[config.mk]
export PLATFORM = sky130hd
export DESIGN_NAME = fwd_scoreboard
export DESIGN_NICKNAME = d
export VERILOG_FILES = /design/src/rtl/fwd_scoreboard_pkg.sv /design/src/rtl/fwd_port_sel.sv /design/src/rtl/fwd_scoreboard.sv
export SDC_FILE = /design/constraint.sdc
export NUM_CORES = 1
export LEC_CHECK = 0
export BUFFER_PORTS_ARGS = -buffer_cell sky130_fd_sc_hd__buf_2
export CORE_UTILIZATION = 32
export CTS_CLUSTER_DIAMETER = 200
export DETAILED_ROUTE_END_ITERATION = 7
export PLACE_DENSITY = 0.78
export SYNTH_ARGS = -nofsm -noshare
export SYNTH_HDL_FRONTEND = slang
export SYNTH_SLANG_ARGS = --single-unit
export TNS_END_PERCENT = 30
[constraint.sdc]
create_clock -name clk -period 2.1 [get_ports clk]
set_clock_uncertainty 0.2 [all_clocks]
set_input_delay 0.105 -clock clk [delete_from_list [all_inputs] [get_ports clk]]
set_output_delay 0.105 -clock clk [all_outputs]
set_load 0.05 [all_outputs]
[src/rtl/fwd_scoreboard_pkg.sv]
// rtl/fwd_scoreboard_pkg.sv - shared types and constants for the forwarding scoreboard
// Entry layout gains hi_we/lo_we when HILO_FWD_EN is defined.
package fwd_scoreboard_pkg;

   localparam int RAW    = 5;
   localparam int SB_EX  = 0;
   localparam int SB_MEM = 1;
   localparam int SB_WB  = 2;

   typedef struct packed {
      logic           valid;
      logic           we;
      logic [RAW-1:0] waddr;
      logic           is_load;
`ifdef HILO_FWD_EN
      logic           hi_we;
      logic           lo_we;
`endif
   } sb_entry_t;

endpackage

[src/rtl/fwd_port_sel.sv]
// rtl/fwd_port_sel.sv - youngest-first priority matcher over the scoreboard stages
// Returns whether any stage matched, which one won, and whether its data is valid yet.
module fwd_port_sel #(
   parameter int DEPTH      = 3,
   parameter int LOAD_READY = 1,
   parameter int IW         = (DEPTH > 1) ? $clog2(DEPTH) : 1
) (
   input  logic [DEPTH-1:0] match,
   input  logic [DEPTH-1:0] is_load,
   output logic             hit,
   output logic [IW-1:0]    sel,
   output logic             ready
);

   // Scan oldest to youngest so the lowest matching index is the last to assign.
   always_comb begin
      hit   = 1'b0;
      sel   = '0;
      ready = 1'b0;
      for (int k = DEPTH - 1; k >= 0; k--) begin
         if (match[k]) begin
            hit   = 1'b1;
            sel   = IW'(k);
            ready = !is_load[k] || (k >= LOAD_READY);
         end
      end
   end

endmodule

[src/rtl/fwd_scoreboard.sv]
// rtl/fwd_scoreboard.sv - forwarding scoreboard and load-use hazard unit beside ID
// Optional HI/LO forwarding is enabled with the HILO_FWD_EN macro.
module fwd_scoreboard
   import fwd_scoreboard_pkg::*;
#(
   parameter int DEPTH      = 3,
   parameter int NRP        = 2,
   parameter int DW         = 32,
   parameter int LOAD_READY = 1
) (
   input  logic                 clk,
   input  logic                 rst,
   input  logic                 hold,
   input  logic                 id_valid,
   input  logic                 id_we,
   input  logic [RAW-1:0]       id_waddr,
   input  logic                 id_is_load,
   input  logic [NRP*RAW-1:0]   id_raddr,
   input  logic [NRP*DW-1:0]    rf_rdata,
   input  logic [DEPTH*DW-1:0]  stage_wdata,
`ifdef HILO_FWD_EN
   input  logic [DW-1:0]        hi_in,
   input  logic [DW-1:0]        lo_in,
   input  logic                 id_hi_we,
   input  logic                 id_lo_we,
   input  logic [DEPTH*DW-1:0]  stage_hi,
   input  logic [DEPTH*DW-1:0]  stage_lo,
   output logic [DW-1:0]        hi_fwd,
   output logic [DW-1:0]        lo_fwd,
`endif
   output logic [NRP*DW-1:0]    fwd_rdata,
   output logic [NRP-1:0]       fwd_hit,
   output logic                 stallreq
);

   localparam int IW = (DEPTH > 1) ? $clog2(DEPTH) : 1;

   sb_entry_t         stage_q [DEPTH];
   sb_entry_t         new_entry;
   logic [DW-1:0]     stage_data [DEPTH];
   logic [NRP-1:0]    port_stall;

   always_comb begin
      new_entry         = '0;
      new_entry.valid   = 1'b1;
      new_entry.we      = id_we;
      new_entry.waddr   = id_waddr;
      new_entry.is_load = id_is_load;
`ifdef HILO_FWD_EN
      new_entry.hi_we   = id_hi_we;
      new_entry.lo_we   = id_lo_we;
`endif
   end

   // A stalled ID instruction stays put, so EX receives a bubble instead.
   always_ff @(posedge clk) begin
      if (rst) begin
         for (int k = 0; k < DEPTH; k++) stage_q[k] <= '0;
      end else if (!hold) begin
         for (int k = 1; k < DEPTH; k++) stage_q[k] <= stage_q[k-1];
         stage_q[SB_EX] <= (id_valid && !stallreq) ? new_entry : '0;
      end
   end

   for (genvar k = 0; k < DEPTH; k++) begin : g_data
      assign stage_data[k] = stage_wdata[DW*k +: DW];
   end

   for (genvar r = 0; r < NRP; r++) begin : g_port
      logic [RAW-1:0]   raddr;
      logic [DEPTH-1:0] match;
      logic [DEPTH-1:0] load;
      logic             hit;
      logic             ready;
      logic [IW-1:0]    sel;

      assign raddr = id_raddr[RAW*r +: RAW];

      for (genvar k = 0; k < DEPTH; k++) begin : g_stage
         assign match[k] = stage_q[k].valid && stage_q[k].we &&
                           (stage_q[k].waddr == raddr) && (raddr != '0);
         assign load[k]  = stage_q[k].is_load;
      end

      fwd_port_sel #(.DEPTH(DEPTH), .LOAD_READY(LOAD_READY), .IW(IW)) u_sel (
         .match   (match),
         .is_load (load),
         .hit     (hit),
         .sel     (sel),
         .ready   (ready)
      );

      assign fwd_rdata[DW*r +: DW] = (hit && ready) ? stage_data[sel] : rf_rdata[DW*r +: DW];
      assign fwd_hit[r]            = hit && ready;
      assign port_stall[r]         = hit && !ready;
   end

   assign stallreq = id_valid && (|port_stall);

`ifdef HILO_FWD_EN
   // HI/LO producers are never loads, so they are always ready.
   logic [DEPTH-1:0] hi_match, lo_match;
   logic [DW-1:0]    hi_data [DEPTH];
   logic [DW-1:0]    lo_data [DEPTH];
   logic             hi_hit, hi_ready, lo_hit, lo_ready;
   logic [IW-1:0]    hi_sel, lo_sel;

   for (genvar k = 0; k < DEPTH; k++) begin : g_hilo
      assign hi_match[k] = stage_q[k].valid && stage_q[k].hi_we;
      assign lo_match[k] = stage_q[k].valid && stage_q[k].lo_we;
      assign hi_data[k]  = stage_hi[DW*k +: DW];
      assign lo_data[k]  = stage_lo[DW*k +: DW];
   end

   fwd_port_sel #(.DEPTH(DEPTH), .LOAD_READY(LOAD_READY), .IW(IW)) u_hi_sel (
      .match   (hi_match),
      .is_load ('0),
      .hit     (hi_hit),
      .sel     (hi_sel),
      .ready   (hi_ready)
   );

   fwd_port_sel #(.DEPTH(DEPTH), .LOAD_READY(LOAD_READY), .IW(IW)) u_lo_sel (
      .match   (lo_match),
      .is_load ('0),
      .hit     (lo_hit),
      .sel     (lo_sel),
      .ready   (lo_ready)
   );

   assign hi_fwd = (hi_hit && hi_ready) ? hi_data[hi_sel] : hi_in;
   assign lo_fwd = (lo_hit && lo_ready) ? lo_data[lo_sel] : lo_in;
`endif

endmodule

Word-level counts from Yosys, hierarchy flattened. Memory sizes are Yosys's and may differ from the RTL's. Cells that the tools add are included.

$lt $le $gt $ge: 2. Equality and inequality tests: 6. Mux-type cells: 31. Bitwise operators: 5. Reduce and logical (&&, ||, !) cells: 28.

Operators with widths (number): $mux W32 (6); $bmux W32 S2 (2); $mux W8 (4); $eq A5 B5 Y1 (6); $logic_and A1 B1 Y1 (21); $mux W1 (13); $mux W2 (6); $reduce_bool A5 Y1 (2); $ge A3 B3 Y1 const B (2); $not A2 Y3 (2); $logic_not A1 Y1 (4); $or A1 B1 Y1 (3); $reduce_or A2 Y1 (1).

Flip-flop bits (word level): 0. RAM bits: 24. Input port bits: 181. Logic and storage cells: 73. Memories kept: 1.

Memories: stage_q (depth 3, width 8, read ports 3, clocked after memory_dff 0, write ports 3, RTL line fwd_scoreboard.sv:38) `sb_entry_t stage_q [DEPTH];`.

Logic depth before layout (Yosys ltp). Gate-level depths: netlist of run 1. An unclocked memory read counts as a cell.

Depth after elaboration: 15. Mapped depth: 9. Mapped depth without buffers: 6.

Cells and area by module. From an unflattened synthesis of run 1, not the netlist that was laid out.

Cells, all modules: 472. Area, all modules: 3570.9 um2.

Modules (own cells, without submodules): fwd_scoreboard (instances 1, cells each 464, area an instance 3505.9 um2, sequential area each 720.7 um2); fwd_port_sel (instances 2, cells each 4, area an instance 32.5 um2, sequential area each 0.0 um2).

Worst setup path after synthesis of run 1. No wires, ideal clock.

Kind: register -> output. From: mem stage_q[0][1] (netlist bit). To: out fwd_rdata[13]. Arrival: 2.794 ns. Data required time: 1.795 ns. Setup slack: -0.999 ns. Stages on the path, launching flop included: 8. Path through: edfxtp_1 -> xor2_1 -> nor4_2 -> and3_2 -> o31ai_1 -> buf_4 -> buf_6 -> o31ai_1.

RTL lines: from (decl) (RTL line fwd_scoreboard.sv:38); to (decl) (RTL line fwd_scoreboard.sv:31) `output logic [NRP*DW-1:0] fwd_rdata,`.

==> impl_summary.log, run 1 <==
[metrics] met1 Track Usage GR: a little over a quarter
[metrics] final slew viol count: 0
[metrics] layout overhead on the synthesized area: 90.3%
[metrics] synthesized area divided by synthesized cell count: slightly above 7 sq um
[metrics] number of H-tree branching levels: 1
[metrics] fraction of final layout cells sized beyond drive strength 1: between 50% and 60%
[metrics] total wire length after detailed routing: 16,700 um
[metrics] number of violations of the max-capacitance limit: 0
[metrics] number of remaining DRC errors: 0
[metrics] fraction of the core area covered by cells at the end of the flow: roughly 62%
[metrics] leftover overflow at the end of global routing: 0
[metrics] Max Clock Freq: 370 MHz
[metrics] worst-case setup margin in the final layout: -0.604 ns
[metrics] number of top-level pins: around 250
[metrics] Power Density: 275 nW/um^2
[metrics] Clock power frac: between 10% and 20%
[metrics] DRC violation total after the first TritonRoute iteration: 340
[metrics] routed wirelength normalized by instance count: 17.1 um
[metrics] period utilisation layout: 129%
[metrics] required time at the worst-slack endpoint: around 1.8 ns
[metrics] gate count after technology mapping: roughly 550
[metrics] Critical Path End Type: primary output
[metrics] share of the yosys chip area belonging to registers: between 10% and 20%
[metrics] count of cell types in the netlist: 34
[metrics] Post-Synthesis Cell Area: ~4000 sq um
[metrics] worst hold path stage count: 2
[metrics] initial antenna violation count: 2
[metrics] data arrival time of the critical path: 2.40 ns
[metrics] flip-flop count of the largest register, all copies and words added: 22
[metrics] met2 Usage GRT: approximately half
[metrics] clock root buffer: sky130_fd_sc_hd__clkbuf_16
[metrics] via count of the first global-routing pass: around 5.2k
[metrics] final-stage net count: 1,009
[metrics] startpoint of the worst hold path: id_valid
[metrics] Core Footprint: 12,000 sq um
[metrics] placer congestion estimate: between 0.9 and 1
[metrics] total setup violations reported at the end of the flow: 75
[metrics] TritonCTS clock tree: built
[metrics] Final min period: around 2.7 ns
[metrics] vias per inst: between 5 and 6
[metrics] pin slew with the least headroom to its limit: about 0.83 ns
[metrics] drt first pass iters: 4
[metrics] number of buffers inserted by port buffering: 247
[metrics] hpwl dp: around 12,000 um
[metrics] final hold slack: slightly below 0.07 ns
[metrics] routing layer with the top usage in global route: met2
[metrics] initial standard-cell utilization of the core: 32.7%
[metrics] Reg2Reg Setup Slack: -0.26 ns
[metrics] run status: complete, but fails checks
[metrics] number of cell instances on the worst register-to-register path: 7
[metrics] register with the highest flop count: stage_q
[metrics] Crit Path Max Fanout: 27
[metrics] R2R Path Start: stage_q[0][3]
[metrics] first-pass GRT wire length: 25,500 um
[metrics] Yosys warning count: 0
[metrics] capturing point of the worst reg2reg path: stage_q[0][1]
[metrics] via count of the routed design: between 5k and 6k
[metrics] later-pin clock latency in the skew report: 0.25 ns
[metrics] fraction of power consumed by combinational cells: 53.9%
[metrics] switching power total: about 800 uW
[metrics] sequential cell fraction of total power: about a quarter
[metrics] Endpoint, Worst Hold: stage_q[0][7]
[metrics] net count after synthesis: between 700 and 800
[metrics] combined global-route utilization of all metal layers: between 20% and 30%
[metrics] Rows: 40
[metrics] final hold violation count: 0
[metrics] global routing usage on met3: around 3%
[metrics] maximum number of pins on one net before global-route repair: 33
[metrics] total area of sequential cells: about 660 sq um
[metrics] launching element type of the critical path: flip-flop
[metrics] number of clock sinks: 22
[metrics] clock transition at the register clock pins on the worst setup and hold paths after CTS: approximately 0.06 ns
[metrics] maximum count of clock buffers along a single path: 2
[metrics] number of flip-flops and latches in the synthesized netlist: 22
[metrics] antenna viol nets, final: 0
[metrics] max-slew headroom at the worst pin: approximately 44%
[metrics] leakage dissipation: ~3.2 nW
[metrics] Die Y-Extent: approximately 110 um
[metrics] switching share of total power: 39.3%
[metrics] unrepaired setup endpoints after global routing: true
[metrics] largest registers: stage_q x22
[metrics] horizontal extent of the die: 113 um
[metrics] final-layout fill cell count: approximately 960
[metrics] Setup CP Type: reg -> out
[metrics] Die Area: between 10,000 and 15,000 sq um
[metrics] Worst VDD drop: approximately 0.00033 V
[metrics] number of clock buffers inserted by TritonCTS: 3
[metrics] combined area of the multi-input logic cells: about 3900 sq um
[metrics] worst hold path class: in -> reg
[metrics] Int Power: 1.24 mW
[metrics] failing checks: negative setup slack
==> Yosys cell counts <==
cell	instances	area, sq um
sky130_fd_sc_hd__nor2_1	104	390
sky130_fd_sc_hd__o21ai_1	1	5.00
sky130_fd_sc_hd__o31ai_4	1	21.3
sky130_fd_sc_hd__nand2b_1	33	206
sky130_fd_sc_hd__o221a_2	1	11.3
sky130_fd_sc_hd__and3_1	4	25.0
sky130_fd_sc_hd__o31ai_2	43	538
sky130_fd_sc_hd__and3_2	1	7.51
sky130_fd_sc_hd__nor3_1	34	170
sky130_fd_sc_hd__edfxtp_1	22	661
sky130_fd_sc_hd__a21oi_4	1	16.3
sky130_fd_sc_hd__xnor2_1	7	61.3
sky130_fd_sc_hd__and2_1	22	138
sky130_fd_sc_hd__a21oi_1	32	160
sky130_fd_sc_hd__nor3_2	1	10.0
sky130_fd_sc_hd__inv_2	1	3.75
sky130_fd_sc_hd__xor2_1	21	184
sky130_fd_sc_hd__o21a_1	32	240
sky130_fd_sc_hd__o31ai_1	22	165
sky130_fd_sc_hd__or3_1	33	206
sky130_fd_sc_hd__nor4_2	4	50.1
sky130_fd_sc_hd__buf_1	1	3.75
sky130_fd_sc_hd__nand3_1	4	20.0
sky130_fd_sc_hd__a21oi_2	1	8.76
sky130_fd_sc_hd__buf_4	7	52.6
sky130_fd_sc_hd__and3_4	1	11.3
sky130_fd_sc_hd__a221oi_1	1	8.76
sky130_fd_sc_hd__buf_2	15	75.1
sky130_fd_sc_hd__nand4_1	4	25.0
sky130_fd_sc_hd__nand2_1	68	255
sky130_fd_sc_hd__inv_1	4	15.0
sky130_fd_sc_hd__clkbuf_1	18	67.6
sky130_fd_sc_hd__buf_6	8	90.1
sky130_fd_sc_hd__and4_1	1	8.76
==> cells in the final DEF (no fill, tap or decap), drive strengths merged, types with 21 or more instances in the layout <==
master / Yosys / final
a21oi: 34 / 34
and2: 22 / 22
buf: 31 / 310
edfxtp: 22 / 22
nand2: 68 / 68
nand2b: 33 / 33
nor2: 104 / 104
nor3: 35 / 35
o21a: 32 / 32
o31ai: 66 / 66
or3: 33 / 33
xor2: 21 / 21
==> worst max-delay path by stage <==
| stage | start | to | slack, ns | cells past startpoint |
|---|---|---|---|---|
| after global placement | stage_q[0][17] | fwd_rdata[38] | -0.46 | 8 |
| after floorplan | stage_q[0][11] | fwd_rdata[32] | -0.30 | 8 |
| final | stage_q[0][13] | fwd_rdata[45] | -0.60 | 8 |
| after detailed placement | stage_q[0][20] | fwd_rdata[38] | -0.51 | 8 |
| after global routing | stage_q[0][13] | fwd_rdata[45] | -0.69 | 9 |
| after CTS | stage_q[0][20] | fwd_rdata[53] | -0.62 | 8 |
==> stage by stage <==
step                setup WS (ns)  area (sq um)  std cells  setup TNS, ns  total power [mW]
floorplan                  -0.296          4680        553         -18.34              1.17
global placement           -0.458          6340        946         -27.16              1.49
detailed placement         -0.510          6340        946         -31.08              1.50
CTS                        -0.622          7280        971         -39.14              2.03
global route               -0.692          7450        976         -45.98              2.12
finish                     -0.604          7450        976         -38.73              2.04
==> power groups by stage <==
stage / sequential, mW / combinational, mW / clock [mW]
2_1_floorplan: 0.543 / 0.624 / 0
4_1_cts: 0.539 / 1.09 / 0.401
3_3_place_gp: 0.545 / 0.943 / 0
5_1_grt: 0.542 / 1.16 / 0.422
6_report: 0.539 / 1.10 / 0.403
3_5_place_dp: 0.547 / 0.957 / 0
==> repair_timing <==
item | 4_1_cts | 5_1_grt
gates resized for setup | 180 | 28
gates cloned | 6 | 2
hold buffers | 7 | 0
setup buffers | 8 | 2
setup endpoints to repair | 75 | 75
pin swaps | 23 | 15
endpoints found under the hold margin | 7 | 0
==> kinds of logic after synthesis <==
kind of cell | after synthesis | share of synthesized area, %
compound gates | 135 | 30.0
xor+xnor | 28 | 6.27
buf+inv | 54 | 7.87
flops | 22 | 16.9
simple gates | 314 | 39.0
==> metal layers <==
metal	part of all wire [%]	vias to the layer above
met5	0	-
met4	4.9	0
met1	36	2479
li1	-	2503
met2	54	254
met3	5.5	64
==> worst max-delay path, stage by stage (launching register included) <==
cell and delay [ns]:
sky130_fd_sc_hd__edfxtp_1 0.45, sky130_fd_sc_hd__xor2_1 0.18, sky130_fd_sc_hd__nor4_2 0.35, sky130_fd_sc_hd__and3_4 0.31
sky130_fd_sc_hd__buf_12 0.18, sky130_fd_sc_hd__or3_1 0.14, sky130_fd_sc_hd__a21oi_2 0.07, sky130_fd_sc_hd__o31ai_4 0.26
sky130_fd_sc_hd__buf_6 0.19
==> final cells by class <==
class	count	area share [%]
well taps	147	2.47
multi-input cells	477	52.4
inverters	5	0.252
clock inverters	1	0.0504
flip-flops and latches	22	8.87
repair buffers	319	34.9
diodes	2	0.0672
clock buffers	3	1.01
No activity file was read; power rests on OpenSTA's default activity.
==> run 2, diff against run 1 <==
--- a/config.mk
+++ b/config.mk
@@ -9,6 +9,8 @@
 export CORE_UTILIZATION = 32
 export CTS_CLUSTER_DIAMETER = 200
 export DETAILED_ROUTE_END_ITERATION = 7
+export GPL_TIMING_DRIVEN = 0
+export MAX_ROUTING_LAYER = met4
 export PLACE_DENSITY = 0.78
 export SYNTH_ARGS = -nofsm -noshare
 export SYNTH_HDL_FRONTEND = slang
==> run 2 against run 1 <==
  * The run still ends with negative setup slack left
  * Register-to-register slack worse by 0.14 ns
  * First-iteration DRC count is 21% higher
  * Critical path depth stayed put
  * Die area stayed put
  * Via count is 3.4% higher
  * Sequential share of layout area is 0.13 points lower
  * Sequential power is 0.7% higher
  * Sequential cell count stayed put
  * Clock power hardly changed
  * Worst hold slack better by 0.057 ns
==> impl_summary.log, run 2 (synthesized netlist as in run 1, its figures left out) <==
[metrics] worst hold path stage count: 3
[metrics] initial antenna violation count: 2
[metrics] count of non-filler cells in the finished layout: approximately 1,000
[metrics] first-pass GRT wire length: 27,300 um
[metrics] final hold slack: approximately 0.13 ns
[metrics] launching element type of the critical path: flip-flop
[metrics] period utilisation layout: 137%
[metrics] Setup CP Type: reg -> out
[metrics] Critical Path End Type: primary output
[metrics] DRC violation total after the first TritonRoute iteration: slightly above 400
[metrics] Die Y-Extent: roughly 110 um
[metrics] TritonCTS clock tree: built
[metrics] later-pin clock latency in the skew report: between 0.2 and 0.3 ns
[metrics] max-slew headroom at the worst pin: 31.1%
[metrics] Placed Cells: ~950
[metrics] unrepaired setup endpoints after global routing: true
[metrics] pin slew with the least headroom to its limit: slightly above 1 ns
[metrics] number of violations of the max-capacitance limit: 0
[metrics] vias per inst: 5.54
[metrics] Core Footprint: 12,000 sq um
[metrics] largest registers: stage_q x22
[metrics] Worst VDD drop: 0.000430 V
[metrics] leading cell type in the layout, fill and taps excluded: sky130_fd_sc_hd__buf_2
[metrics] fraction of the core area covered by cells at the end of the flow: ~63%
[metrics] worst hold path class: in -> reg
[metrics] Die Area: 12,700 sq um
[metrics] run status: complete, but fails checks
[metrics] commonest cells after routing, fill and taps aside: sky130_fd_sc_hd__buf_2 (183), sky130_fd_sc_hd__buf_6 (86), sky130_fd_sc_hd__nor2_1 (79), sky130_fd_sc_hd__o31ai_4 (66), sky130_fd_sc_hd__nand2_1 (47)
[metrics] maximum number of pins on one net before global-route repair: 23
[metrics] worst-case setup margin in the final layout: -0.779 ns
[metrics] data arrival time of the critical path: roughly 2.6 ns
[metrics] number of top-level pins: 248
[metrics] number of buffers inserted by port buffering: 247
[metrics] layout overhead on the synthesized area: 93.2%
[metrics] number of clock buffers inserted by TritonCTS: 3
[metrics] drt first pass iters: 5
[metrics] via count of the routed design: 5,481
[metrics] Rows: 40
[metrics] number of remaining DRC errors: 0
[metrics] Power Density: around 270 nW/um^2
[metrics] number of cell instances on the worst register-to-register path: 8
[metrics] number of clock sinks: 22
[metrics] Final min period: 2.88 ns
[metrics] number of H-tree branching levels: 1
[metrics] hpwl dp: around 14,000 um
[metrics] total setup violations reported at the end of the flow: between 70 and 80
[metrics] Crit Path Max Fanout: 10
[metrics] placer congestion estimate: ~0.90
[metrics] initial standard-cell utilization of the core: between 30% and 40%
[metrics] final-stage net count: just over 1k
[metrics] routed wirelength normalized by instance count: 19.0 um
[metrics] horizontal extent of the die: 113 um
[metrics] total wire length after detailed routing: 18,800 um
[metrics] final-layout fill cell count: between 900 and 1k
[metrics] fraction of final layout cells sized beyond drive strength 1: roughly 58%
[metrics] failing checks: negative setup slack
[metrics] antenna viol nets, final: 0
[metrics] Max Clock Freq: about 350 MHz
[metrics] required time at the worst-slack endpoint: between 1.5 and 2 ns
[metrics] flip-flop count of the largest register, all copies and words added: 22
[metrics] leakage dissipation: ~3.2 nW
[metrics] final hold violation count: 0
[metrics] via count of the first global-routing pass: approximately 5.4k
[metrics] maximum count of clock buffers along a single path: 2
[metrics] final slew viol count: 0
[metrics] leftover overflow at the end of global routing: 0
[metrics] clock transition at the register clock pins on the worst setup and hold paths after CTS: about 0.060 ns
[metrics] clock root buffer: sky130_fd_sc_hd__clkbuf_16
[metrics] overall power of the completed layout: a little over 2 mW
[metrics] register with the highest flop count: stage_q
[metrics] combined global-route utilization of all metal layers: roughly 28%
[run 2: cell types whose count changed in the layout (fill, tap and decap cells not counted), moves of 11 or more]
cell,delta
sky130_fd_sc_hd__nor2_1,-21
sky130_fd_sc_hd__nor2_2,+20
sky130_fd_sc_hd__nand2_1,-17
sky130_fd_sc_hd__buf_6,+14
sky130_fd_sc_hd__buf_4,-13
sky130_fd_sc_hd__nand2_2,+12
sky130_fd_sc_hd__or3_1,+11
sky130_fd_sc_hd__or3_4,-11
[run 2: final cells by class]
cell class                      count  area, sq um  area share, %
Antenna cell                        2         5.00         0.0662
Buffer                             48          572           7.57
Clock buffer                        3         75.1          0.993
Clock inverter                      1         3.75         0.0497
Inverter                            5         23.8          0.315
Multi-Input combinational cell    477         3960           52.4
Sequential cell                    22          661           8.74
Tap cell                          147          184           2.43
Timing Repair Buffer              284         2080           27.5
[run 2: timing repair]
item / CTS / global route
setup endpoints to repair: 75 / 75
hold buffers: 7 / 0
buffers inserted: 13 / 12
pin swaps: 21 / 33
resized for setup: 238 / 83
gates cloned: 3 / 2
endpoints found under the hold margin: 7 / 0
[run 2: worst paths after layout]
check,end,slack (ns),startpoint
worst min register to register,stage_q[0][14],0.35,stage_q[0][6]
worst max register to register,stage_q[0][5],-0.40,stage_q[0][1]
worst max-delay path,fwd_rdata[19],-0.78,stage_q[0][1]
worst min-delay path,stage_q[0][7],0.13,id_valid
[run 2: critical path: stages (launching register included)]
cell                       delay (ns)
sky130_fd_sc_hd__edfxtp_1        0.46
sky130_fd_sc_hd__xor2_2          0.22
sky130_fd_sc_hd__nor4_4          0.42
sky130_fd_sc_hd__and3_4          0.30
sky130_fd_sc_hd__o31ai_4         0.09
sky130_fd_sc_hd__buf_12          0.17
sky130_fd_sc_hd__buf_16          0.17
sky130_fd_sc_hd__o31ai_4         0.27
sky130_fd_sc_hd__buf_6           0.20
[run 2: metrics by stage]
| step | worst slack (ns) | setup TNS [ns] | area [sq um] |
|---|---|---|---|
| after floorplan | -0.296 | -18.34 | 4680 |
| after global placement | -0.737 | -42.93 | 6100 |
| after detailed placement | -0.757 | -44.96 | 6100 |
| after CTS | -0.693 | -44.18 | 7170 |
| after global routing | -0.834 | -53.26 | 7560 |
| final | -0.779 | -48.38 | 7560 |
[run 2: layer usage]
metal	vias up	GRT usage, %	part of all wire, %
met5	-	-	0
met4	0	11.0	4.1
met3	62	2.11	6.0
met2	287	53.0	53
met1	2602	30.8	36
li1	2530	-	-
[run 2: power breakdown]
part / total [mW] / leakage [nW] / switching [mW] / internal [mW]
logic: 1.12 / 2.93 / 0.648 / 0.472
registers: 0.543 / 0.242 / 0.0268 / 0.516
clock network: 0.406 / 0.0385 / 0.152 / 0.254
